File: src/rtl/cin_autotrain.sv
// cin_autotrain: sequential per-lane IDELAY eye scan plus ISERDES word alignment
// for CIN-style deserialized lanes.
//   - Each lane's IDELAY is swept 0..2^DLY_BITS-1; every tap is graded with a
//     period check (data must repeat every 32/NBITS cycles and must not be constant).
//   - The longest run of good taps is chosen and its centre tap is loaded.
//   - Bitslip is pulsed until TRAIN_SEQUENCE appears on an NBITS-aligned slice.
// Optional feature: define CIN_AUTOTRAIN_MONITOR_EN to keep a period check on
// all lanes while parked in DONE, reporting errors on lane_err_o.
module cin_autotrain #(
  parameter int          NLANES         = 1,
  parameter int          NBITS          = 4,
  parameter int          DLY_BITS       = 6,
  parameter int          WINDOW_LOG2    = 8,
  parameter int          SETTLE         = 16,
  parameter int          MIN_EYE        = 4,
  parameter logic [31:0] TRAIN_SEQUENCE = 32'hA55A6996
) (
  input  logic                         sysclk_i,
  input  logic                         rst_n_i,
  input  logic                         start_i,
  input  logic [NLANES*NBITS-1:0]      lane_data_i,
  output logic [NLANES-1:0]            idelay_load_o,
  output logic [DLY_BITS-1:0]          idelay_value_o,
  output logic [NLANES-1:0]            bitslip_o,
  output logic                         busy_o,
  output logic                         done_o,
  output logic                         fail_o,
  output logic [2:0]                   fail_lane_o,
  output logic [NLANES*DLY_BITS-1:0]   eye_start_o,
  output logic [NLANES*(DLY_BITS+1)-1:0] eye_len_o,
  output logic [NLANES*5-1:0]          nyb_phase_o,
  output logic [NLANES-1:0]            lane_err_o
);

  localparam int P  = 32 / NBITS;   // words per training-word period
  localparam int HW = 64;           // history width: 2P words of NBITS bits
  localparam int CW = 24;           // shared cycle counter width
  localparam int LW = DLY_BITS + 1; // eye length width

  localparam logic [CW-1:0]       WIN_LAST    = CW'((2 ** WINDOW_LOG2) - 1);
  localparam logic [CW-1:0]       SETTLE_LAST = CW'(SETTLE - 1);
  localparam logic [CW-1:0]       ALIGN_LAST  = CW'(2 * P - 1);
  localparam logic [CW-1:0]       CNT_ONE     = CW'(1);
  localparam logic [6:0]          FILL_FULL   = 7'(2 * P);
  localparam logic [DLY_BITS-1:0] TAP_MAX     = '1;
  localparam logic [DLY_BITS-1:0] TAP_ONE     = DLY_BITS'(1);
  localparam logic [LW-1:0]       LEN_ONE     = LW'(1);
  localparam logic [LW-1:0]       MIN_EYE_L   = LW'(MIN_EYE);
  localparam logic [2:0]          LAST_LANE   = 3'(NLANES - 1);
  localparam logic [5:0]          SLIP_MAX    = 6'(NBITS);

  localparam logic [3:0] S_IDLE   = 4'd0;
  localparam logic [3:0] S_LOAD   = 4'd1;
  localparam logic [3:0] S_WAIT   = 4'd2;
  localparam logic [3:0] S_MEAS   = 4'd3;
  localparam logic [3:0] S_EVAL   = 4'd4;
  localparam logic [3:0] S_CENTER = 4'd5;
  localparam logic [3:0] S_ALIGN  = 4'd6;
  localparam logic [3:0] S_SLIP   = 4'd7;
  localparam logic [3:0] S_NEXT   = 4'd8;
  localparam logic [3:0] S_DONE   = 4'd9;
  localparam logic [3:0] S_FAIL   = 4'd10;

  logic [3:0]          state;
  logic                to_align;     // settle wait returns to ALIGN instead of MEAS
  logic [CW-1:0]       cnt;
  logic [DLY_BITS-1:0] tap;
  logic [2:0]          lane;
  logic [5:0]          slip_cnt;
  logic [HW-1:0]       hist;         // newest word in the low NBITS bits
  logic [6:0]          fill;
  logic                bad_seen;
  logic                nonconst;
  logic [NBITS-1:0]    first_word;
  logic [DLY_BITS-1:0] cur_start;
  logic [LW-1:0]       cur_len;
  logic [DLY_BITS-1:0] best_start;
  logic [LW-1:0]       best_len;

  logic [NBITS-1:0]    sel_data;
  logic [NLANES-1:0]   lane_onehot;
  logic                strobe_any;
  logic                hist_full;
  logic                bad_now;
  logic                found;
  logic [4:0]          phase;
  logic                good;
  logic [LW-1:0]       run_len;
  logic [DLY_BITS-1:0] run_start;
  logic                run_close;
  logic [LW-1:0]       best_len_nx;
  logic [DLY_BITS-1:0] best_start_nx;
  logic [DLY_BITS-1:0] center;

  // Selected-lane data, strobe mask and the period check on that lane
  always_comb begin
    sel_data   = lane_data_i[lane*NBITS +: NBITS];
    lane_onehot = '0;
    for (int i = 0; i < NLANES; i++) begin
      lane_onehot[i] = (lane == 3'(i));
    end
    strobe_any = (|idelay_load_o) | (|bitslip_o);
    hist_full  = (fill == FILL_FULL);
    bad_now    = hist_full && (sel_data != hist[(P-1)*NBITS +: NBITS]);
  end

  // Lowest NBITS-aligned slice of the history that holds the training word
  always_comb begin
    found = 1'b0;
    phase = 5'd0;
    for (int s = P - 1; s >= 0; s--) begin
      if (hist[s*NBITS +: 32] == TRAIN_SEQUENCE) begin
        found = 1'b1;
        phase = 5'(s);
      end else begin
        found = found;
        phase = phase;
      end
    end
  end

  // Run tracker: extend or close the current good-tap run; strict > keeps the first of a tie
  always_comb begin
    good          = ~bad_seen & nonconst;
    run_len       = good ? (cur_len + LEN_ONE) : cur_len;
    run_start     = (good && (cur_len == '0)) ? tap : cur_start;
    run_close     = ~good | (tap == TAP_MAX);
    best_len_nx   = best_len;
    best_start_nx = best_start;
    if (run_close && (run_len > best_len)) begin
      best_len_nx   = run_len;
      best_start_nx = run_start;
    end else begin
      best_len_nx   = best_len;
      best_start_nx = best_start;
    end
    center = best_start + best_len[DLY_BITS:1];
  end

  // Shift history of the selected lane; any load or slip flushes it
  always_ff @(posedge sysclk_i or negedge rst_n_i) begin
    if (!rst_n_i) begin
      hist <= '0;
      fill <= 7'd0;
    end else if (strobe_any) begin
      hist <= '0;
      fill <= 7'd0;
    end else begin
      hist <= {hist[HW-NBITS-1:0], sel_data};
      fill <= hist_full ? fill : (fill + 7'd1);
    end
  end

  // Training sequencer: tap sweep, eye selection, centring and word alignment
  always_ff @(posedge sysclk_i or negedge rst_n_i) begin
    if (!rst_n_i) begin
      state          <= S_IDLE;
      to_align       <= 1'b0;
      cnt            <= '0;
      tap            <= '0;
      lane           <= 3'd0;
      slip_cnt       <= 6'd0;
      bad_seen       <= 1'b0;
      nonconst       <= 1'b0;
      first_word     <= '0;
      cur_start      <= '0;
      cur_len        <= '0;
      best_start     <= '0;
      best_len       <= '0;
      idelay_load_o  <= '0;
      idelay_value_o <= '0;
      bitslip_o      <= '0;
      busy_o         <= 1'b0;
      done_o         <= 1'b0;
      fail_o         <= 1'b0;
      fail_lane_o    <= 3'd0;
      eye_start_o    <= '0;
      eye_len_o      <= '0;
      nyb_phase_o    <= '0;
    end else begin
      idelay_load_o <= '0;
      bitslip_o     <= '0;
      case (state)
        S_IDLE, S_DONE, S_FAIL: begin
          if (start_i) begin
            state       <= S_LOAD;
            tap         <= '0;
            lane        <= 3'd0;
            cur_start   <= '0;
            cur_len     <= '0;
            best_start  <= '0;
            best_len    <= '0;
            busy_o      <= 1'b1;
            done_o      <= 1'b0;
            fail_o      <= 1'b0;
            fail_lane_o <= 3'd0;
            eye_start_o <= '0;
            eye_len_o   <= '0;
            nyb_phase_o <= '0;
          end else begin
            state <= state;
          end
        end
        S_LOAD: begin
          idelay_load_o  <= lane_onehot;
          idelay_value_o <= tap;
          cnt            <= '0;
          to_align       <= 1'b0;
          state          <= S_WAIT;
        end
        S_WAIT: begin
          if (cnt == SETTLE_LAST) begin
            cnt      <= '0;
            bad_seen <= 1'b0;
            nonconst <= 1'b0;
            state    <= to_align ? S_ALIGN : S_MEAS;
          end else begin
            cnt <= cnt + CNT_ONE;
          end
        end
        S_MEAS: begin
          bad_seen <= bad_seen | bad_now;
          if (cnt == '0) begin
            first_word <= sel_data;
          end else if (sel_data != first_word) begin
            nonconst <= 1'b1;
          end else begin
            nonconst <= nonconst;
          end
          if (cnt == WIN_LAST) begin
            cnt   <= '0;
            state <= S_EVAL;
          end else begin
            cnt <= cnt + CNT_ONE;
          end
        end
        S_EVAL: begin
          cur_len    <= good ? run_len : '0;
          cur_start  <= run_start;
          best_len   <= best_len_nx;
          best_start <= best_start_nx;
          if (tap == TAP_MAX) begin
            if (best_len_nx < MIN_EYE_L) begin
              state       <= S_FAIL;
              busy_o      <= 1'b0;
              fail_o      <= 1'b1;
              fail_lane_o <= lane;
            end else begin
              state <= S_CENTER;
              eye_start_o[lane*DLY_BITS +: DLY_BITS] <= best_start_nx;
              eye_len_o[lane*LW +: LW]               <= best_len_nx;
            end
          end else begin
            tap   <= tap + TAP_ONE;
            state <= S_LOAD;
          end
        end
        S_CENTER: begin
          idelay_load_o  <= lane_onehot;
          idelay_value_o <= center;
          cnt            <= '0;
          to_align       <= 1'b1;
          slip_cnt       <= 6'd0;
          state          <= S_WAIT;
        end
        S_ALIGN: begin
          if (cnt == ALIGN_LAST) begin
            cnt <= '0;
            if (found) begin
              nyb_phase_o[lane*5 +: 5] <= phase;
              state <= S_NEXT;
            end else if (slip_cnt == SLIP_MAX) begin
              state       <= S_FAIL;
              busy_o      <= 1'b0;
              fail_o      <= 1'b1;
              fail_lane_o <= lane;
            end else begin
              state <= S_SLIP;
            end
          end else begin
            cnt <= cnt + CNT_ONE;
          end
        end
        S_SLIP: begin
          bitslip_o <= lane_onehot;
          slip_cnt  <= slip_cnt + 6'd1;
          cnt       <= '0;
          to_align  <= 1'b1;
          state     <= S_WAIT;
        end
        S_NEXT: begin
          if (lane == LAST_LANE) begin
            state  <= S_DONE;
            busy_o <= 1'b0;
            done_o <= 1'b1;
          end else begin
            lane       <= lane + 3'd1;
            tap        <= '0;
            cur_start  <= '0;
            cur_len    <= '0;
            best_start <= '0;
            best_len   <= '0;
            state      <= S_LOAD;
          end
        end
        default: begin
          state  <= S_IDLE;
          busy_o <= 1'b0;
        end
      endcase
    end
  end

`ifdef CIN_AUTOTRAIN_MONITOR_EN
  logic [HW-1:0] mon_hist [NLANES];
  logic [6:0]    mon_fill;

  // Post-training monitor: period check on every lane while in DONE, sticky per-lane error
  always_ff @(posedge sysclk_i or negedge rst_n_i) begin
    if (!rst_n_i) begin
      for (int k = 0; k < NLANES; k++) begin
        mon_hist[k] <= '0;
      end
      mon_fill   <= 7'd0;
      lane_err_o <= '0;
    end else if (start_i && ((state == S_DONE) || (state == S_FAIL))) begin
      mon_fill   <= 7'd0;
      lane_err_o <= '0;
    end else if (state == S_DONE) begin
      for (int k = 0; k < NLANES; k++) begin
        mon_hist[k] <= {mon_hist[k][HW-NBITS-1:0], lane_data_i[k*NBITS +: NBITS]};
        if ((mon_fill == FILL_FULL) &&
            (lane_data_i[k*NBITS +: NBITS] != mon_hist[k][(P-1)*NBITS +: NBITS])) begin
          lane_err_o[k] <= 1'b1;
        end else begin
          lane_err_o[k] <= lane_err_o[k];
        end
      end
      mon_fill <= (mon_fill == FILL_FULL) ? mon_fill : (mon_fill + 7'd1);
    end else begin
      mon_fill <= 7'd0;
    end
  end
`else
  assign lane_err_o = '0;
`endif

endmodule

File: config.mk
export PLATFORM = sky130hd
export DESIGN_NAME = cin_autotrain
export DESIGN_NICKNAME = d
export VERILOG_FILES = /design/src/rtl/cin_autotrain.sv
export SDC_FILE = /design/constraint.sdc
export NUM_CORES = 1
export LEC_CHECK = 0
export CORE_MARGIN = 4
export CORE_UTILIZATION = 64
export CTS_CLUSTER_SIZE = 16
export DETAILED_ROUTE_END_ITERATION = 10
export DONT_BUFFER_PORTS = 1
export GPL_TIMING_DRIVEN = 0
export HOLD_SLACK_MARGIN = 0.08
export PLACE_DENSITY = 0.83
export SLEW_MARGIN = 20
export SYNTH_ARGS = -nofsm -noshare
export SYNTH_HDL_FRONTEND = slang
export SYNTH_SLANG_ARGS = --single-unit
File: constraint.sdc
create_clock -name sysclk_i -period 4.8 [get_ports sysclk_i]
set_input_delay 0.96 -clock sysclk_i [delete_from_list [all_inputs] [get_ports sysclk_i]]
set_output_delay 0.96 -clock sysclk_i [all_outputs]
set_load 0.05 [all_outputs]
==> impl_metrics.tcl <==
set metrics [dict create \
    status "finished clean" \
    finalClockSkew_ns 0.00914 \
    arrival_ns 4.57 \
    fp.coreArea_mm2 0.0140 \
    postCtsHoldBufs 0 \
    worstSkewPairLatency_ns 0.43 \
    gp_routability_congestion 0.944 \
    io_pins 40 \
    finalCritPeriodShare_pct 88.1 \
    cp-end-kind "flip-flop" \
    synthArstFlopShare_pct 100 \
    clockBufferDepth 2 \
    rsz0062_at_grt "no" \
    cts_sinks 173 \
    irDropWorstVdd_mv 0.333 \
    cap_violations 0 \
    placed_cells 1145 \
    area_growth_pct 8.80 \
    yosys_warnings 0 \
    powerDensity_mw_per_mm2 503 \
    ys.flop_type "dfrtp_1" \
    post-dp-hpwl_um 15400 \
    crit_family "simple AND/OR/NAND/NOR gates" \
    worstPathRequired_ns 5.14 \
    grt_max_degree 174 \
    syn_area_mm2 0.00932 \
    pre_cts_ws_ns 0.726 \
    fp.dieH_um 129 \
    tightest_slew_ns 0.923 \
    cts_made_buffers 17 \
    via_per_inst 6.31 \
    finalCoreUtilization_pct 72.2 \
    total_power_mw 5.10 \
    vias 7422 \
    routedWlPerCell_um 18.4 \
    layout_min_cycle_time_ns 4.23 \
    htreeDepth 4 \
    clk_pin_slew_ns 0.07 \
    grt_pass1_vias 7297 \
    fin_cells 1177 \
    ys_ff_latch 173 \
    grt_first_pass_wirelength_um 36400 \
    path_buf_inv 2 \
    synthDistinctLibCells 75 \
    ant_nets 0 \
    setup_ws_ns 0.569 \
    ys_seq_area_share_pct 46.5 \
    grtUsageTotal_pct 27.6 \
    finalSetupTns_ns 0 \
    start_util_pct 66.3 \
    final_common_cell "dfrtp_1" \
    drt_iter0_drc 620 \
    post_cts_buffers 0 \
    cp_slowest_stage_delay_ns 0.65 \
    drv_slew 0 \
    layout.nets 1023 \
    layout_common_cells "dfrtp_1, nor2_1, nand2_1, and2_1, a21oi_1" \
    root_buffer "clkbuf_16" \
    num_antenna_cells 0 \
    crit_type "flip-flop to flip-flop" \
    row_count 43 \
    gr-total-overflow 0 \
    syn_area_per_cell_um2 9.67 \
    hold_path_class "input port to async pin" \
    die_x_um 129 \
    antenna_found_initial 0 \
    drive_gt1_share_pct 5.72 \
    synth_edf_count 0 \
    drt_pre_antenna_iters 6 \
    synth_cells 963 \
    cp_cell_sequence "ha_1 -> clkbuf_1 -> nand2_1 -> xnor2_1 -> ha_1 -> and4_1 -> a21boi_1 -> nor3_1 -> nor2_1 -> clkbuf_1 -> a21oi_1 -> nand2_1 -> o21ai_0" \
    hold_viol_final 0 \
    start_kind "flip-flop" \
    setup_viol 0 \
    clock.fmax_ghz 0.236 \
    p_leak_nw 4.39 \
    drc 0 \
    dieArea_mm2 0.0166 \
    cts_tree "yes" \
    post_cts_resized 0 \
    slowest_stage "a21oi_1" \
    maxSlewHeadroom_pct 37.9 \
    routed_wl_um 21700 \
    io_buffers 0 \
    crit_path_max_fanout 10 \
]
[worst paths after layout]
kind,startpoint,slack (ns),endpoint,cells past startpoint
max in group asynchronous,rst_n_i,4.29,first_word[2]$_DFFE_PN0P_,0
min reg2reg,hist[2]$_DFF_PN0_,0.49,hist[6]$_DFF_PN0_,1
max reg2reg,cur_len[1]$_DFFE_PN0P_,0.57,best_len[6]$_DFFE_PN0P_,13
min,rst_n_i,0.22,hist[53]$_DFF_PN0_,0
min in group sysclk_i,hist[2]$_DFF_PN0_,0.49,hist[6]$_DFF_PN0_,1
max,cur_len[1]$_DFFE_PN0P_,0.57,best_len[6]$_DFFE_PN0P_,13
[power by group]
part	switching [mW]	leakage, nW	internal, mW	total [mW]
clock	0.570	0.285	0.803	1.37
combinational	0.956	1.77	0.602	1.56
sequential	0.426	2.34	1.74	2.17
total	1.95	4.39	3.15	5.10
[flip-flops by register name, summed over array words and instances, names as in the netlist, 6 cells and up]
name / count
slip_cnt: 6
idelay_value_o: 6
tap: 6
cur_len: 7
cnt: 24
eye_len_o: 7
best_len: 7
cur_start: 6
eye_start_o: 6
best_start: 6
hist: 60
fill: 7
[per-layer routing]
| layer | vias up | global-route usage (%) | wire (µm) |
|---|---|---|---|
| met5 | - | 0 | 0 |
| met4 | 0 | 12.2 | 658 |
| met3 | 52 | 6.23 | 1510 |
| met2 | 259 | 44.4 | 10400 |
| met1 | 3616 | 36.0 | 9110 |
| li1 | 3495 | - | - |
[cell usage after synthesis (4+ instances only)]
cell / instances / area, µm²
dfrtp_1: 173 / 4330
nand2_1: 92 / 345
nor2_1: 92 / 345
and2_1: 62 / 388
a21oi_1: 48 / 240
o21ai_0: 46 / 230
inv_1: 38 / 143
nor4bb_1: 38 / 380
clkbuf_1: 34 / 128
ha_1: 30 / 375
nand4_1: 30 / 188
xor2_1: 27 / 236
xnor2_1: 25 / 219
nor3_1: 21 / 105
nand3_1: 20 / 100
and3_1: 13 / 81.3
o32ai_1: 13 / 114
nor4_1: 10 / 62.6
mux2i_1: 8 / 80.1
o2bb2ai_1: 8 / 70.1
o31ai_1: 8 / 60.1
a22o_1: 7 / 61.3
nor2b_1: 7 / 43.8
nand3b_1: 6 / 45.0
a32o_1: 5 / 50.1
nand2b_1: 5 / 31.3
o22ai_1: 5 / 31.3
a211oi_1: 4 / 30.0
a21o_1: 4 / 30.0
and4_1: 4 / 35.0
mux2_4: 4 / 60.1
nor4b_1: 4 / 35.0
or3_1: 4 / 25.0
[per-stage QoR]
step | hold slack [ns] | cell area, µm²
after global routing | 0.206 | 10100
after global placement | 0.461 | 9550
after CTS | 0.212 | 10100
after floorplan | 0.444 | 9320
after detailed placement | 0.467 | 9550
final | 0.224 | 10100
[cells by family after synthesis]
group | share of synthesized area [%]
simple gates | 25.6
buf+inv | 3.56
compound gates | 12.9
flops | 46.5
xor+xnor | 5.18
mux | 1.87
other cells | 0.0403
fa+ha+maj | 4.46
[area by class of cell]
class                      instances  area [µm²]
clock inverter                    11         116
buffer                            43         183
tap                              180         225
fill                            1053        3910
sequential                       173        4330
clock buffer                      21         470
multi-input combinational        710        4660
inverter                          39         149
No activity file was read; power rests on OpenSTA's default activity.
==> variant 1: new RTL, same settings <==
Register the output `idelay_value_o` once more, with the module's reset; this adds one clock of latency there. The other outputs are not delayed to match.
--- a/src/rtl/cin_autotrain.sv
+++ b/src/rtl/cin_autotrain.sv
@@ -61,6 +61,8 @@
   localparam logic [3:0] S_DONE   = 4'd9;
   localparam logic [3:0] S_FAIL   = 4'd10;
 
+  logic [DLY_BITS-1:0] idelay_value_s0;
+
   logic [3:0]          state;
   logic                to_align;     // settle wait returns to ALIGN instead of MEAS
   logic [CW-1:0]       cnt;
@@ -168,7 +170,7 @@
       best_start     <= '0;
       best_len       <= '0;
       idelay_load_o  <= '0;
-      idelay_value_o <= '0;
+      idelay_value_s0 <= '0;
       bitslip_o      <= '0;
       busy_o         <= 1'b0;
       done_o         <= 1'b0;
@@ -203,7 +205,7 @@
         end
         S_LOAD: begin
           idelay_load_o  <= lane_onehot;
-          idelay_value_o <= tap;
+          idelay_value_s0 <= tap;
           cnt            <= '0;
           to_align       <= 1'b0;
           state          <= S_WAIT;
@@ -257,7 +259,7 @@
         end
         S_CENTER: begin
           idelay_load_o  <= lane_onehot;
-          idelay_value_o <= center;
+          idelay_value_s0 <= center;
           cnt            <= '0;
           to_align       <= 1'b1;
           slip_cnt       <= 6'd0;
@@ -345,5 +347,13 @@
   assign lane_err_o = '0;
 `endif
 
+  always_ff @(posedge sysclk_i or negedge rst_n_i) begin
+    if (!rst_n_i) begin
+      idelay_value_o <= '0;
+    end else begin
+      idelay_value_o <= idelay_value_s0;
+    end
+  end
+
 endmodule
 
Behaviour: no difference found for any inputs over 10 cycles, from zero or initial values and one cycle with rst_n_i low; that may be too few to reach the edited logic, so the function may still have changed.
==> variant 1 against the original RTL <==
- worst hold slack got worse by 8.6 ps
- non-clock buffer count decreased by 6
- sequential cell count increased by 6
- sequential share of layout area increased by 0.26 points
- wire length decreased by 1.3%
- area after synthesis increased by 3.0%
- fmax increased by 2.6%
- worst setup slack improved by 110 ps
- cell area increased by 2.9%
- synthesized cell count decreased by 2.1%
Power is not compared: it rests on default switching activity, and its combinational part moved more than twofold at a synthesized area within 25%.
==> variant 1: results (changes against the original RTL) <==
status: "completed"
synth_xor_xnor_area_share_pct: 4.56  # -0.62 points
routabilityCongestion: 0.931  # -1.4%
sh_seq_area_pct: 43.0  # +0.26 points
drt-total-wl_um: 21400  # -1.3%
synth_cell_types: 85  # +13%
nFillCells: 1035  # -1.7%
via_count: 7357  # -0.88%
reg2reg_depth: 14  # +1
synth_common_cells: "dfrtp_1 (179), nor2_1 (103), nand2_1 (63), and2_1 (60), o21ai_0 (41)"
nMultiInputCombCells: 700  # -1.4%
period_share_pct: 85.9  # -2.2 points
grt_max_degree: 180  # +3.4%
first_pass_iters: 5  # -1
crit_arrival_ps: 4500  # -70 ps
multiInputGateArea_um2: 4830  # +3.7%
pre_cts_slack_ps: 732  # +6.23 ps
synthMuxAreaShare_pct: 2.00  # +0.13 points
yosys-top-cells-area: "dfrtp_1 (47%), nor4bb_1 (4.2%), nor2_1 (4.0%), and2_1 (3.9%), ha_1 (3.9%)"
hpwl_um: 15100  # -2.1%
ys_seq_area_share_pct: 46.7  # +0.21 points
seq_cell_count: 179  # +3.5%
regToRegEndpoint: "fail_lane_o[2]"
syn_area_per_cell_um2: 10.2  # +5.2%
holdWs_ps: 216  # -8.58 ps
fin_skew_ps: 11.6  # +2.41 ps
track_usage_pct: 26.6  # -1.1 points
worstPathMaxFanout: 8  # -2
drtIter0Drc: 646  # +4.2%
variant 1: power groups by stage:
stage                     clock network (mW)  logic, mW  registers, mW
final                                   1.40     0.0129           1.51
after detailed placement                   0     0.0127           1.54
after global routing                    1.48     0.0141           1.51
after CTS                               1.42     0.0127           1.51
after floorplan                            0     0.0118           1.54
after global placement                     0     0.0125           1.54
variant 1: layer usage:
metal | GRT usage, % | wire length, µm
met5 | 0 | 0
met4 | 9.07 | 462
met3 | 6.67 | 1510
met2 | 42.6 | 10100
met1 | 35.7 | 9260
variant 1: critical path, cell delays in order (launching register included):
cell      delay, ps
dfrtp_1         480
ha_1            300
and2_1          210
nand3_1         160
nor2_1          160
xor2_1          320
ha_1            310
and4_4          200
a21boi_1        140
or3_1           360
buf_4           180
a211oi_4        350
nor3_2          160
nor3_1          480
a32o_1          240
==> variant 2: new RTL, same flow settings <==
Without the edit above. Add a define of `CIN_AUTOTRAIN_MONITOR_EN`.
--- a/src/rtl/cin_autotrain.sv
+++ b/src/rtl/cin_autotrain.sv
@@ -6,6 +6,8 @@
 //   - Bitslip is pulsed until TRAIN_SEQUENCE appears on an NBITS-aligned slice.
 // Optional feature: define CIN_AUTOTRAIN_MONITOR_EN to keep a period check on
 // all lanes while parked in DONE, reporting errors on lane_err_o.
+`define CIN_AUTOTRAIN_MONITOR_EN
+
 module cin_autotrain #(
   parameter int          NLANES         = 1,
   parameter int          NBITS          = 4,
Behaviour: same outputs for any inputs over 10 cycles, from zero or initial values and one cycle with rst_n_i low; that may be too few to reach the edited logic, so the function may still have changed.
==> variant 2 against the original RTL <==
- cell area is 20% higher
- worst hold slack worse by 90 ps
- fmax increased by 7.2%
- sequential cell count up 40
- die area increased by 18%
- combinational power decreased by 13%
- wire length increased by 13%
- non-clock buffer count rose by 7
- power rose by 13%
- worst setup slack better by 280 ps
- area after synthesis grew 19%
- critical path type unchanged
- largest power group unchanged
- highest routed layer unchanged
==> variant 2: results (changes against the original RTL) <==
clk-insertion-delay-late_ps: 530  # +100 ps
leakagePower_nw: 5.72  # +30%
grt_pass1_vias: 8446  # +16%
clockBufferDepth: 3  # +1
htree_levels: 1  # -3
crit_arrival_ps: 4360  # -210 ps
status: "completed"
ys.warnings.count: 0  # unchanged
cts-buffers-inserted: 23  # +6
p_sw_mw: 2.01  # +2.8%
hpwl_um: 17100  # +11%
routabilityCongestion: 0.947  # +0.32%
wl_per_cell_um: 17.3  # -6.0%
timing_worst_slew_pin_value_ps: 744  # -180 ps
ys_seq_area_share_pct: 48.1  # +1.7 points
syn_inst: 1156  # +20%
first_pass_iters: 7  # +1
via_count: 8506  # +15%
layout-drive-gt1-share_pct: 7.43  # +1.7 points
drtIter0Drc: 791  # +28%
regToRegEndpoint: "eye_start_o[3]"
reg2reg_depth: 16  # +3
fin_skew_ps: 15.4  # +6.24 ps
track_usage_pct: 25.5  # -2.1 points
synth_cell_types: 79  # +5.3%
yosys-top-cells-area: "dfrtp_1 (48%), nand2_1 (5.6%), nor2_1 (3.9%), ha_1 (3.6%), and2_1 (3.4%)"
crit_start: "bad_seen"
irDropWorstVdd_v: 0.000339  # +1.8%
cts_setup_buffers: 0  # unchanged
placed_cells: 1377  # +20%
grt_max_degree: 214  # +23%
grt_pass1_wl_um: 41700  # +15%
synth_common_cells: "dfrtp_1 (213), nand2_1 (164), nor2_1 (116), and2_1 (60)"
drt-total-wl_um: 24500  # +13%
r2r_start: "bad_seen"
reg.largest.list: "hist x60, mon_hist x32, cnt x24"
r2r_slack_ps: 850  # +280 ps
variant 2: changes by cell type after synthesis, sizes merged, moves of 9 or more:
cell	change
a21oi	-19
nor2	+26
nand2	+73
buf	+9
mux2i	+11
and3	+9
dfrtp	+40
nor2b	+15
nor4bb	-19
a21o	+11
o32ai	-11
nand3	+24
variant 2: metal layers:
| metal | part of all wire [%] | wire (µm) | global-route usage, % | up-vias |
|---|---|---|---|---|
| met1 | 45 | 11100 | 36.4 | 4192 |
| met3 | 5.9 | 1450 | 4.77 | 45 |
| met2 | 46 | 11400 | 41.3 | 216 |
| met5 | 0 | 0 | 0 | - |
| li1 | - | - | - | 4053 |
| met4 | 2.3 | 557 | 5.66 | 0 |
variant 2: critical path, cell delays in order, from the launching register on:
cell and delay [ps]:
dfrtp_1 380, and2b_1 350, buf_2 270, nand2_1 140, nor2_1 160, nand3_1 120, xnor2_1 350, inv_1 130
ha_1 310, nand4_1 110, o22ai_1 120, o21ai_2 220, buf_4 240, mux2i_1 410, o22a_1 180, o21ai_0 100
a22o_1 240
variant 2: kinds of logic after synthesis:
group	after synthesis	share of synthesized area, %
AO/OA/AOI/OAI	169	10.4
XOR/XNOR	60	4.74
adder cells (fa/ha/maj)	34	3.98
buffers and inverters	93	3.66
flip-flops	213	48.1
multiplexers	30	2.98
other	1	0.0339
AND/OR/NAND/NOR	556	26.0
variant 2: stage by stage:
stage	setup slack (ps)	util (%)	hold WS (ps)	total power [mW]	instance area, µm²
floorplan	1660	-	432	3.58	11100
global placement	1060	67.8	449	3.91	11400
detailed placement	908	67.8	450	3.97	11400
CTS	897	72.3	126	5.75	12100
global route	623	72.3	124	6.07	12100
finish	852	72.3	135	5.75	12100
variant 2: power by group through the flow:
| stage | clock [mW] | sequential (mW) | combinational (mW) |
|---|---|---|---|
| 4_1_cts | 1.80 | 2.61 | 1.35 |
| 6_report | 1.78 | 2.61 | 1.36 |
| 3_5_place_dp | 0 | 2.64 | 1.34 |
| 2_1_floorplan | 0 | 2.53 | 1.06 |
| 5_1_grt | 1.87 | 2.67 | 1.53 |
| 3_3_place_gp | 0 | 2.62 | 1.29 |
variant 2: final cells by class:
cell class	count	area (µm²)
multi-input cells	851	5350
clock inverters	6	70.1
well taps	220	275
plain buffers	50	244
fillers	1252	4640
clock buffers	35	691
inverters	43	161
flip-flops and latches	213	5330
variant 2: how the worst min path moves through the flow:
stage	depth (start not counted)	endpoint	from	slack [ps]
finish	0	hist[27]	rst_n_i	130
detailed placement	2	mon_hist[31]	mon_hist[27]	450
floorplan	2	bad_seen	bad_seen	430
global route	0	tap[1]	rst_n_i	120
global placement	2	bad_seen	bad_seen	450
CTS	0	hist[40]	rst_n_i	130
